[src/rtl/alu_pipe.sv]
`default_nettype none
// ============================================================================
// alu_pipe : parametrised ALU with split operand arrival, operand timeout,
//            two-cycle multiply stage and a one-cycle result strobe.
// Revision : 1.0
// ============================================================================
module alu_pipe #(
   parameter int WIDTH   = 8,
   parameter int TIMEOUT = 16
) (
   input  logic               clk,
   input  logic               rst_n,
   input  logic               ce,
   input  logic [1:0]         inp_valid,
   input  logic               mode,
   input  logic [3:0]         cmd,
   input  logic               cin,
   input  logic [WIDTH-1:0]   opa,
   input  logic [WIDTH-1:0]   opb,
   output logic [2*WIDTH-1:0] res,
   output logic               cout,
   output logic               oflow,
   output logic               g,
   output logic               l,
   output logic               e,
   output logic               err,
   output logic               out_valid,
   output logic               busy
);

   localparam int c_SHW   = $clog2(WIDTH);
   localparam int c_CNT_W = $clog2(TIMEOUT + 1);
   localparam logic [c_CNT_W-1:0] c_CNT_LAST = c_CNT_W'(TIMEOUT - 1);
   localparam logic [WIDTH:0]     c_ONE      = {{WIDTH{1'b0}}, 1'b1};

   typedef enum logic [1:0] {
      S_IDLE = 2'd0,
      S_WAIT = 2'd1,
      S_MUL  = 2'd2
   } state_t;

   state_t               r_state;
   logic [c_CNT_W-1:0]   r_cnt;
   logic                 r_mode;
   logic [3:0]           r_cmd;
   logic                 r_cin;
   logic                 r_have_a;
   logic [WIDTH-1:0]     r_opa;
   logic [WIDTH-1:0]     r_opb;
   logic [2*WIDTH-1:0]   r_res;
   logic                 r_cout;
   logic                 r_oflow;
   logic                 r_g;
   logic                 r_l;
   logic                 r_e;
   logic                 r_err;
   logic                 r_out_valid;
   logic                 r_busy;

   // Operation context: bus in IDLE, latched command plus merged operands in WAIT
   logic                 w_x_mode;
   logic [3:0]           w_x_cmd;
   logic                 w_x_cin;
   logic [WIDTH-1:0]     w_a;
   logic [WIDTH-1:0]     w_b;

   always_comb begin
      if (r_state == S_WAIT) begin
         w_x_mode = r_mode;
         w_x_cmd  = r_cmd;
         w_x_cin  = r_cin;
         w_a      = r_have_a ? r_opa : opa;
         w_b      = r_have_a ? opb   : r_opb;
      end else begin
         w_x_mode = mode;
         w_x_cmd  = cmd;
         w_x_cin  = cin;
         w_a      = opa;
         w_b      = opb;
      end
   end

   logic w_legal;
   logic w_a_only;
   logic w_b_only;
   logic w_is_mul;

   assign w_legal  = w_x_mode ? (w_x_cmd <= 4'd12) : (w_x_cmd <= 4'd13);
   assign w_a_only = w_x_mode ? (w_x_cmd == 4'd4 || w_x_cmd == 4'd5)
                              : (w_x_cmd == 4'd6 || w_x_cmd == 4'd8 || w_x_cmd == 4'd9);
   assign w_b_only = w_x_mode ? (w_x_cmd == 4'd6 || w_x_cmd == 4'd7)
                              : (w_x_cmd == 4'd7 || w_x_cmd == 4'd10 || w_x_cmd == 4'd11);
   assign w_is_mul = w_x_mode && (w_x_cmd == 4'd9 || w_x_cmd == 4'd10);

   logic w_issue;
   logic w_fail;
   logic w_enter_wait;
   logic w_partner;

   assign w_partner = r_have_a ? inp_valid[1] : inp_valid[0];

   always_comb begin
      w_issue      = 1'b0;
      w_fail       = 1'b0;
      w_enter_wait = 1'b0;
      case (r_state)
         S_IDLE: begin
            if (inp_valid != 2'b00) begin
               if (!w_legal)
                  w_fail = 1'b1;
               else if (w_a_only)
                  w_issue = inp_valid[0];
               else if (w_b_only)
                  w_issue = inp_valid[1];
               else if (inp_valid == 2'b11)
                  w_issue = 1'b1;
               else
                  w_enter_wait = 1'b1;
            end
         end
         S_WAIT: begin
            if (w_partner)
               w_issue = 1'b1;
            else if (r_cnt == c_CNT_LAST)
               w_fail = 1'b1;
         end
         default: ;
      endcase
   end

   logic [WIDTH:0]       w_ea;
   logic [WIDTH:0]       w_eb;
   logic [WIDTH:0]       w_ec;
   logic [WIDTH:0]       w_ext;
   logic [2*WIDTH-1:0]   w_rot;
   logic [c_SHW-1:0]     w_amt;
   logic                 w_rot_bad;
   logic [WIDTH-1:0]     w_res;
   logic                 w_cout;
   logic                 w_oflow;
   logic                 w_g;
   logic                 w_l;
   logic                 w_e;
   logic                 w_err;

   assign w_ea      = {1'b0, w_a};
   assign w_eb      = {1'b0, w_b};
   assign w_ec      = {{WIDTH{1'b0}}, w_x_cin};
   assign w_amt     = w_b[c_SHW-1:0];
   assign w_rot_bad = |w_b[WIDTH-1:c_SHW];

   always_comb begin
      w_ext   = '0;
      w_rot   = '0;
      w_res   = '0;
      w_cout  = 1'b0;
      w_oflow = 1'b0;
      w_g     = 1'b0;
      w_l     = 1'b0;
      w_e     = 1'b0;
      w_err   = 1'b0;
      if (w_x_mode) begin
         case (w_x_cmd)
            4'd0:  begin w_ext = w_ea + w_eb;        w_cout  = w_ext[WIDTH]; end
            4'd1:  begin w_ext = w_ea - w_eb;        w_oflow = w_ext[WIDTH]; end
            4'd2:  begin w_ext = w_ea + w_eb + w_ec; w_cout  = w_ext[WIDTH]; end
            4'd3:  begin w_ext = w_ea - w_eb - w_ec; w_oflow = w_ext[WIDTH]; end
            4'd4:  begin w_ext = w_ea + c_ONE;       w_cout  = w_ext[WIDTH]; end
            4'd5:  begin w_ext = w_ea - c_ONE;       w_oflow = w_ext[WIDTH]; end
            4'd6:  begin w_ext = w_eb + c_ONE;       w_cout  = w_ext[WIDTH]; end
            4'd7:  begin w_ext = w_eb - c_ONE;       w_oflow = w_ext[WIDTH]; end
            4'd8:  begin
               w_g = (w_a > w_b);
               w_l = (w_a < w_b);
               w_e = (w_a == w_b);
            end
            4'd11: begin
               w_ext   = w_ea + w_eb;
               w_oflow = (w_a[WIDTH-1] == w_b[WIDTH-1]) && (w_ext[WIDTH-1] != w_a[WIDTH-1]);
            end
            4'd12: begin
               w_ext   = w_ea - w_eb;
               w_oflow = (w_a[WIDTH-1] != w_b[WIDTH-1]) && (w_ext[WIDTH-1] != w_a[WIDTH-1]);
            end
            4'd9, 4'd10: ;
            default: w_err = 1'b1;
         endcase
         w_res = w_ext[WIDTH-1:0];
      end else begin
         case (w_x_cmd)
            4'd0:  w_res = w_a & w_b;
            4'd1:  w_res = ~(w_a & w_b);
            4'd2:  w_res = w_a | w_b;
            4'd3:  w_res = ~(w_a | w_b);
            4'd4:  w_res = w_a ^ w_b;
            4'd5:  w_res = ~(w_a ^ w_b);
            4'd6:  w_res = ~w_a;
            4'd7:  w_res = ~w_b;
            4'd8:  w_res = w_a >> 1;
            4'd9:  w_res = w_a << 1;
            4'd10: w_res = w_b >> 1;
            4'd11: w_res = w_b << 1;
            4'd12: begin
               if (w_rot_bad) begin
                  w_err = 1'b1;
               end else begin
                  w_rot = {w_a, w_a} << w_amt;
                  w_res = w_rot[2*WIDTH-1:WIDTH];
               end
            end
            4'd13: begin
               if (w_rot_bad) begin
                  w_err = 1'b1;
               end else begin
                  w_rot = {w_a, w_a} >> w_amt;
                  w_res = w_rot[WIDTH-1:0];
               end
            end
            default: w_err = 1'b1;
         endcase
      end
   end

   // Multiply stage works from registered operands; product truncated to 2*WIDTH
   logic [WIDTH:0]       w_ma;
   logic [WIDTH:0]       w_mb;
   logic [2*WIDTH-1:0]   w_prod;

   always_comb begin
      if (r_cmd == 4'd9) begin
         w_ma = {1'b0, r_opa} + c_ONE;
         w_mb = {1'b0, r_opb} + c_ONE;
      end else begin
         w_ma = {r_opa, 1'b0};
         w_mb = {1'b0, r_opb};
      end
   end

   assign w_prod = {{(WIDTH-1){1'b0}}, w_ma} * {{(WIDTH-1){1'b0}}, w_mb};

   always_ff @(posedge clk or negedge rst_n) begin
      if (!rst_n) begin
         r_state     <= S_IDLE;
         r_cnt       <= '0;
         r_mode      <= 1'b0;
         r_cmd       <= '0;
         r_cin       <= 1'b0;
         r_have_a    <= 1'b0;
         r_opa       <= '0;
         r_opb       <= '0;
         r_res       <= '0;
         r_cout      <= 1'b0;
         r_oflow     <= 1'b0;
         r_g         <= 1'b0;
         r_l         <= 1'b0;
         r_e         <= 1'b0;
         r_err       <= 1'b0;
         r_out_valid <= 1'b0;
         r_busy      <= 1'b0;
      end else begin
         r_out_valid <= 1'b0;
         if (ce) begin
            if (r_state == S_MUL) begin
               r_res       <= w_prod;
               r_cout      <= 1'b0;
               r_oflow     <= 1'b0;
               r_g         <= 1'b0;
               r_l         <= 1'b0;
               r_e         <= 1'b0;
               r_err       <= 1'b0;
               r_out_valid <= 1'b1;
               r_busy      <= 1'b0;
               r_state     <= S_IDLE;
            end else if (w_fail) begin
               r_res       <= '0;
               r_cout      <= 1'b0;
               r_oflow     <= 1'b0;
               r_g         <= 1'b0;
               r_l         <= 1'b0;
               r_e         <= 1'b0;
               r_err       <= 1'b1;
               r_out_valid <= 1'b1;
               r_cnt       <= '0;
               r_state     <= S_IDLE;
            end else if (w_issue && w_is_mul) begin
               r_opa   <= w_a;
               r_opb   <= w_b;
               r_cmd   <= w_x_cmd;
               r_cnt   <= '0;
               r_busy  <= 1'b1;
               r_state <= S_MUL;
            end else if (w_issue) begin
               r_res       <= {{WIDTH{1'b0}}, w_res};
               r_cout      <= w_cout;
               r_oflow     <= w_oflow;
               r_g         <= w_g;
               r_l         <= w_l;
               r_e         <= w_e;
               r_err       <= w_err;
               r_out_valid <= 1'b1;
               r_cnt       <= '0;
               r_state     <= S_IDLE;
            end else if (w_enter_wait) begin
               r_mode   <= mode;
               r_cmd    <= cmd;
               r_cin    <= cin;
               r_have_a <= inp_valid[0];
               r_opa    <= opa;
               r_opb    <= opb;
               r_cnt    <= '0;
               r_state  <= S_WAIT;
            end else if (r_state == S_WAIT) begin
               r_cnt <= r_cnt + c_CNT_W'(1);
            end
         end
      end
   end

   assign res       = r_res;
   assign cout      = r_cout;
   assign oflow     = r_oflow;
   assign g         = r_g;
   assign l         = r_l;
   assign e         = r_e;
   assign err       = r_err;
   assign out_valid = r_out_valid;
   assign busy      = r_busy;

endmodule
`default_nettype wire

[config.mk]
export PLATFORM = sky130hd
export DESIGN_NAME = alu_pipe
export DESIGN_NICKNAME = d
export VERILOG_FILES = /design/src/rtl/alu_pipe.sv
export SDC_FILE = /design/constraint.sdc
export NUM_CORES = 1
export LEC_CHECK = 0
export CORE_MARGIN = 10
export CORE_UTILIZATION = 55
export DETAILED_ROUTE_END_ITERATION = 12
export PLACE_DENSITY = 0.71
export REMOVE_ABC_BUFFERS = 1
export SYNTH_ARGS = -nofsm -noshare
export SYNTH_HDL_FRONTEND = slang
export SYNTH_SLANG_ARGS = --single-unit
[constraint.sdc]
create_clock -name clk -period 6.75 [get_ports clk]
set_clock_uncertainty 0.05 [all_clocks]
set_input_delay 1.35 -clock clk [delete_from_list [all_inputs] [get_ports clk]]
set_output_delay 1.35 -clock clk [all_outputs]
set_load 0.005 [all_outputs]
==> flow_metrics.env, run 1 <==
export IMPL_tns_ns=0
export IMPL_start_util_pct=56.3
export IMPL_syn_avg_cell_area_um2=8.00
export IMPL_path_class="reg2reg"
export IMPL_cp_start_kind="flop"
export IMPL_postPlaceCellArea_um2=10500
export IMPL_crit_start="r_cmd[0]$_DFFE_PN0P_"
export IMPL_maxCapViolCount=0
export IMPL_grt_total_usage_pct=28.7
export IMPL_r2r_start="r_cmd[0]$_DFFE_PN0P_"
export IMPL_timing_final_max_slew_violations=0
export IMPL_drcViolationCount=0
export IMPL_synthDominantCellAreaShare_pct=13.8
export IMPL_root_buffer="clkbuf_16"
export IMPL_drive_above_1_share_pct=10.8
export IMPL_totalWireLength_mm=34.8
export IMPL_core_area_um2=17400
export IMPL_final_nets=1398
export IMPL_syn_to_final_growth_pct=9.10
export IMPL_tightest_slew_ns=1.22
export IMPL_n_antenna_cell=0
export IMPL_overflow=0
export IMPL_hpwl_mm=27.4
export IMPL_cp_end_kind="flop"
export IMPL_cp_arrival_ns=6.32
export IMPL_seq_area_frac_synth_pct=13.8
export IMPL_yosysTopAreaCell="dfrtp_1"
export IMPL_die_area_um2=23500
export IMPL_design_area_um2=10700
export IMPL_netlist_area_um2=9770
export IMPL_cts_resized=0
export IMPL_async_flop_share_pct=100
export IMPL_yosys_cell_types_count=95
export IMPL_wl_per_cell_um=23.5
export IMPL_grt_max_degree=55
export IMPL_setup_viol=0
export IMPL_num_vias=9918
export IMPL_final_util_pct=61.4
export IMPL_place_inst=1471
export IMPL_r2r_cells=20
export IMPL_drt_initial_drc_count=1312
export IMPL_final_cell_mix="nand2_1, inv_1, nor2_1"
export IMPL_antenna_found_initial=0
export IMPL_final_common_cell="nand2_1"
export IMPL_fmax_ghz=0.162
export IMPL_via_per_inst=6.71
export IMPL_cts_hold_fix_buffers=0
export IMPL_grt_pass1_wl_mm=54.8
export IMPL_hold_path_class="reg2reg"
export IMPL_critPathRequiredTime_ns=6.90
export IMPL_post_route_min_period_ns=6.17
export IMPL_synth_seq_cells=54
export IMPL_clock_sinks=54
export IMPL_synth_ff_type="dfrtp_1"
export IMPL_antenna_left=0
export IMPL_cts_reportedPaths_clkPinSlew_ns=0.09
export IMPL_cts_max_path_buffers=2
export IMPL_yosys_warnings=0
export IMPL_max_slew_margin_pct=16.5
export IMPL_postCtsSetupBuffers=0
export IMPL_io_buffers=50
export IMPL_crit_fanout=14
export IMPL_rsz0062_at_grt="false"
export IMPL_rows=48
export IMPL_grt_pass1_vias=9458
export IMPL_die_y_um=153
export IMPL_finalHoldViolCount=0
export IMPL_reg2reg_slack_ns=0.58
export IMPL_drt_first_pass_iters=6
export IMPL_crit_end="res[7]$_DFFE_PN0P_"
export IMPL_cts_tree="built"
export IMPL_cts_buffers=5
export IMPL_finalCritPeriodShare_pct=91.4
export IMPL_synth_area_leaders="dfrtp_1, fa_1, ha_1"
export IMPL_stdcell_count=1479
export IMPL_ios=51
export IMPL_whs_path_depth=2
export IMPL_synth_edf_count=0
export IMPL_clkLatencyLatePin_ns=0.32
export IMPL_place_gp_congestion=1.11
export IMPL_cts_max_level=2
export IMPL_status="finished, final reports clean"
export IMPL_synth_cells=1222
export IMPL_fp_dieW_um=153
export IMPL_r2r_end="res[7]$_DFFE_PN0P_"
## sequential cells by signal, indices dropped and copies added (netlist names)
register	flops
res	16
err	1
out_valid	1
cout	1
r_state	2
g	1
oflow	1
r_cin	1
r_opb	8
r_have_a	1
r_opa	8
e	1
r_mode	1
r_cnt	5
l	1
busy	1
r_cmd	4
## metal layers
layer	vias to the layer above	GRT usage (%)	share of wire, %
met4	0	10.1	3.8
met3	109	5.53	11
met1	4724	39.9	42
met5	-	0	0
li1	4476	-	-
met2	609	43.3	44
## per-stage QoR
step | hold slack, ns | setup WS, ns
final | 0.432 | 0.580
after global routing | 0.454 | 0.122
after CTS | 0.436 | 0.600
after detailed placement | 0.416 | 0.649
after global placement | 0.410 | 0.710
after floorplan | 0.400 | 0.378
## layout make-up
cell class	instances	area [µm²]
inverters	117	439
clock inverters	3	28.8
flip-flops and latches	54	1350
well taps	225	282
repair buffers	84	751
fillers	1594	6700
multi-input cells	991	7680
clock buffers	5	125
## worst min path at each step
stage / start / end / slack [ns]
final: l$_DFFE_PN0P_ / l$_DFFE_PN0P_ / 0.43
after global routing: oflow$_DFFE_PN0P_ / oflow$_DFFE_PN0P_ / 0.45
after CTS: res[11]$_DFFE_PN0P_ / res[11]$_DFFE_PN0P_ / 0.44
after detailed placement: oflow$_DFFE_PN0P_ / oflow$_DFFE_PN0P_ / 0.42
after global placement: res[9]$_DFFE_PN0P_ / res[9]$_DFFE_PN0P_ / 0.41
after floorplan: r_cnt[4]$_DFFE_PN0P_ / r_cnt[4]$_DFFE_PN0P_ / 0.40
## critical path: stages, from the launching register on
cell and delay [ns]:
dfrtp_1 0.51, nor4bb_2 0.64, buf_4 0.31, xor2_1 0.50
nand2_1 0.16, fa_1 0.51, inv_1 0.06, fa_1 0.45
ha_1 0.29, inv_1 0.05, fa_1 0.59, inv_1 0.06
ha_1 0.28, a21o_1 0.18, a21o_1 0.18, nor2_1 0.07
nand3b_1 0.21, o211ai_1 0.11, or3_1 0.34, a2111oi_0 0.42
o31ai_1 0.11
## synthesized netlist by cell type, types with 8 or more instances
master	n
o22ai_1	23
nor2b_1	10
nand4_1	15
o21a_1	8
nor4_1	10
o221ai_1	10
nor2_1	110
a22oi_1	8
inv_1	112
a21oi_1	42
nor3_1	37
or2_2	11
o211ai_1	12
nand2_1	131
nand2b_1	17
a21o_1	11
a2111oi_0	9
clkbuf_1	28
o31ai_1	8
buf_2	20
dfrtp_1	54
mux2i_1	44
xor2_1	17
xnor2_1	34
and3_1	16
mux2_2	34
o21ai_0	47
ha_1	67
a211oi_1	13
fa_1	51
nand3_1	35
a221oi_1	8
## cell families (layout without fill, tap and decap cells)
kind of cell	Yosys count	in the layout	synth area share, %
AO/OA/AOI/OAI	286	286	21.2
XOR/XNOR	51	51	4.57
adder cells (fa/ha/maj)	118	118	19.0
AND/OR/NAND/NOR	443	443	22.4
multiplexers	93	93	11.3
buffers and inverters	177	209	7.67
flip-flops	54	54	13.8
Power of run 1 is left out: the tool's default activity adds up to more than one toggle a clock period on the data nets, which glitch-free logic cannot reach.
==> inputs of run 2 (changes only) <==
Settings changed: CORE_ASPECT_RATIO from default to 1.5.
==> run 2 against run 1 <==
Against the previous run:
- fmax decreased by 0.56%
- count of clock-buffer cells in the layout unchanged
- flip-flop and latch count stayed put
- global-route usage increased by 2.6 points
- via count grew 0.39%
==> flow_metrics.env, run 2 (same netlist as run 1, synthesis figures left out) <==
export IMPL_drcViolationCount=0
export IMPL_io_buffers=50
export IMPL_tns_ns=0
export IMPL_grt_pass1_vias=9767
export IMPL_place_gp_congestion=1.09
export IMPL_hpwl_mm=29.2
export IMPL_cp_arrival_ns=6.32
export IMPL_antenna_found_initial=0
export IMPL_cts_reportedPaths_clkPinSlew_ns=0.08
export IMPL_rows=59
export IMPL_wl_per_cell_um=25.6
export IMPL_cts_hold_fix_buffers=0
export IMPL_tightest_slew_ns=1.15
export IMPL_hold_path_class="reg2reg"
export IMPL_rsz0062_at_grt="false"
export IMPL_clock_sinks=54
export IMPL_postPlaceCellArea_um2=10400
export IMPL_critPathRequiredTime_ns=6.86
export IMPL_final_cell_mix="nand2_1, inv_1, nor2_1"
export IMPL_root_buffer="clkbuf_16"
export IMPL_holdWs_ns=0.430
export IMPL_grt_max_degree=55
export IMPL_totalWireLength_mm=37.4
export IMPL_path_class="reg2reg"
export IMPL_finalHoldViolCount=0
export IMPL_design_area_um2=10600
export IMPL_finalCritPeriodShare_pct=91.9
export IMPL_drt_initial_drc_count=1068
export IMPL_die_area_um2=23600
export IMPL_status="finished, final reports clean"
export IMPL_core_area_um2=17400
export IMPL_cp_end_kind="flop"
export IMPL_cts_max_level=2
export IMPL_crit_fanout=14
export IMPL_die_y_um=183
export IMPL_ios=51
export IMPL_maxCapViolCount=0
export IMPL_final_nets=1390
export IMPL_timing_final_max_slew_violations=0
export IMPL_max_slew_margin_pct=21.4
export IMPL_grt_total_usage_pct=31.3
export IMPL_num_vias=9957
export IMPL_cp_start_kind="flop"
export IMPL_antenna_left=0
export IMPL_cts_buffers=5
export IMPL_n_fill_cell=1649
export IMPL_overflow=0
export IMPL_ff_latch_area_um2=1350
export IMPL_syn_to_final_growth_pct=8.34
export IMPL_n_antenna_cell=0
export IMPL_final_util_pct=60.8
export IMPL_largest_register_ff_count=16
export IMPL_postCtsSetupBuffers=0
export IMPL_via_per_inst=6.82
export IMPL_clkLatencyLatePin_ns=0.30
export IMPL_fp_dieW_um=129
export IMPL_post_route_min_period_ns=6.20
export IMPL_multiInputGateArea_um2=7680
export IMPL_fmax_ghz=0.161
export IMPL_drive_above_1_share_pct=10.3
export IMPL_start_util_pct=56.1
export IMPL_drt_first_pass_iters=6
export IMPL_cts_resized=0
export IMPL_final_common_cell="nand2_1"
export IMPL_cts_tree="built"
export IMPL_cts_max_path_buffers=2
export IMPL_setup_viol=0
export IMPL_grt_pass1_wl_mm=57.4
-- run 2: cell types whose count changed in the layout (fill, tap and decap cells not counted) --
cell / before / now
buf_4: 34 / 26
clkinv_4: 2 / 1
inv_6: 0 / 1
-- run 2: path summary, 6_finish.rpt --
| check | cells after the start | to | startpoint | slack, ns |
|---|---|---|---|---|
| setup / recovery | 20 | res[7]$_DFFE_PN0P_ | r_cmd[0]$_DFFE_PN0P_ | 0.55 |
| hold / removal | 2 | res[11]$_DFFE_PN0P_ | res[11]$_DFFE_PN0P_ | 0.43 |
| setup reg to reg | 20 | res[7]$_DFFE_PN0P_ | r_cmd[0]$_DFFE_PN0P_ | 0.55 |
| hold reg to reg | 2 | res[11]$_DFFE_PN0P_ | res[11]$_DFFE_PN0P_ | 0.43 |
| max in group asynchronous | 2 | res[8]$_DFFE_PN0P_ | rst_n | 5.00 |
| min in group asynchronous | 2 | r_opa[4]$_DFFE_PN0P_ | rst_n | 1.14 |
-- run 2: final cells by class --
cell class / instances / share of cell area [%]
clock buffers: 5 / 1.18
clock inverters: 3 / 0.272
inverters: 117 / 4.15
multi-input cells: 991 / 72.6
flip-flops and latches: 54 / 12.8
well taps: 213 / 2.52
repair buffers: 76 / 6.52
-- run 2: critical path: stages, from the launching register on --
cell and delay (ns):
dfrtp_1 0.49, nor4bb_2 0.53, buf_4 0.29, xor2_1 0.56, nand2_1 0.19, fa_1 0.51, inv_1 0.06, fa_1 0.46
ha_1 0.29, inv_1 0.05, fa_1 0.59, inv_1 0.06, ha_1 0.28, a21o_1 0.17, a21o_1 0.18, nor2_1 0.07
nand3b_1 0.19, o211ai_1 0.11, or3_1 0.36, a2111oi_0 0.46, o31ai_1 0.11
-- run 2: layer usage --
metal | share of wire (%) | wire [µm] | up-vias | GRT usage (%)
met1 | 36 | 13400 | 4815 | 34.7
met4 | 7.8 | 2920 | 0 | 20.8
li1 | - | - | 4454 | -
met3 | 6.7 | 2520 | 160 | 4.04
met5 | 0 | 0 | - | 0
met2 | 50 | 18600 | 528 | 54.8
-- run 2: metrics by stage --
step,instances,setup WS [ns]
6_report,1459,0.545
5_1_grt,1459,0.217
4_1_cts,1459,0.651
3_5_place_dp,1451,0.684
3_3_place_gp,1451,0.845
2_1_floorplan,1162,0.378
Power of run 2 is left out for the same reason.
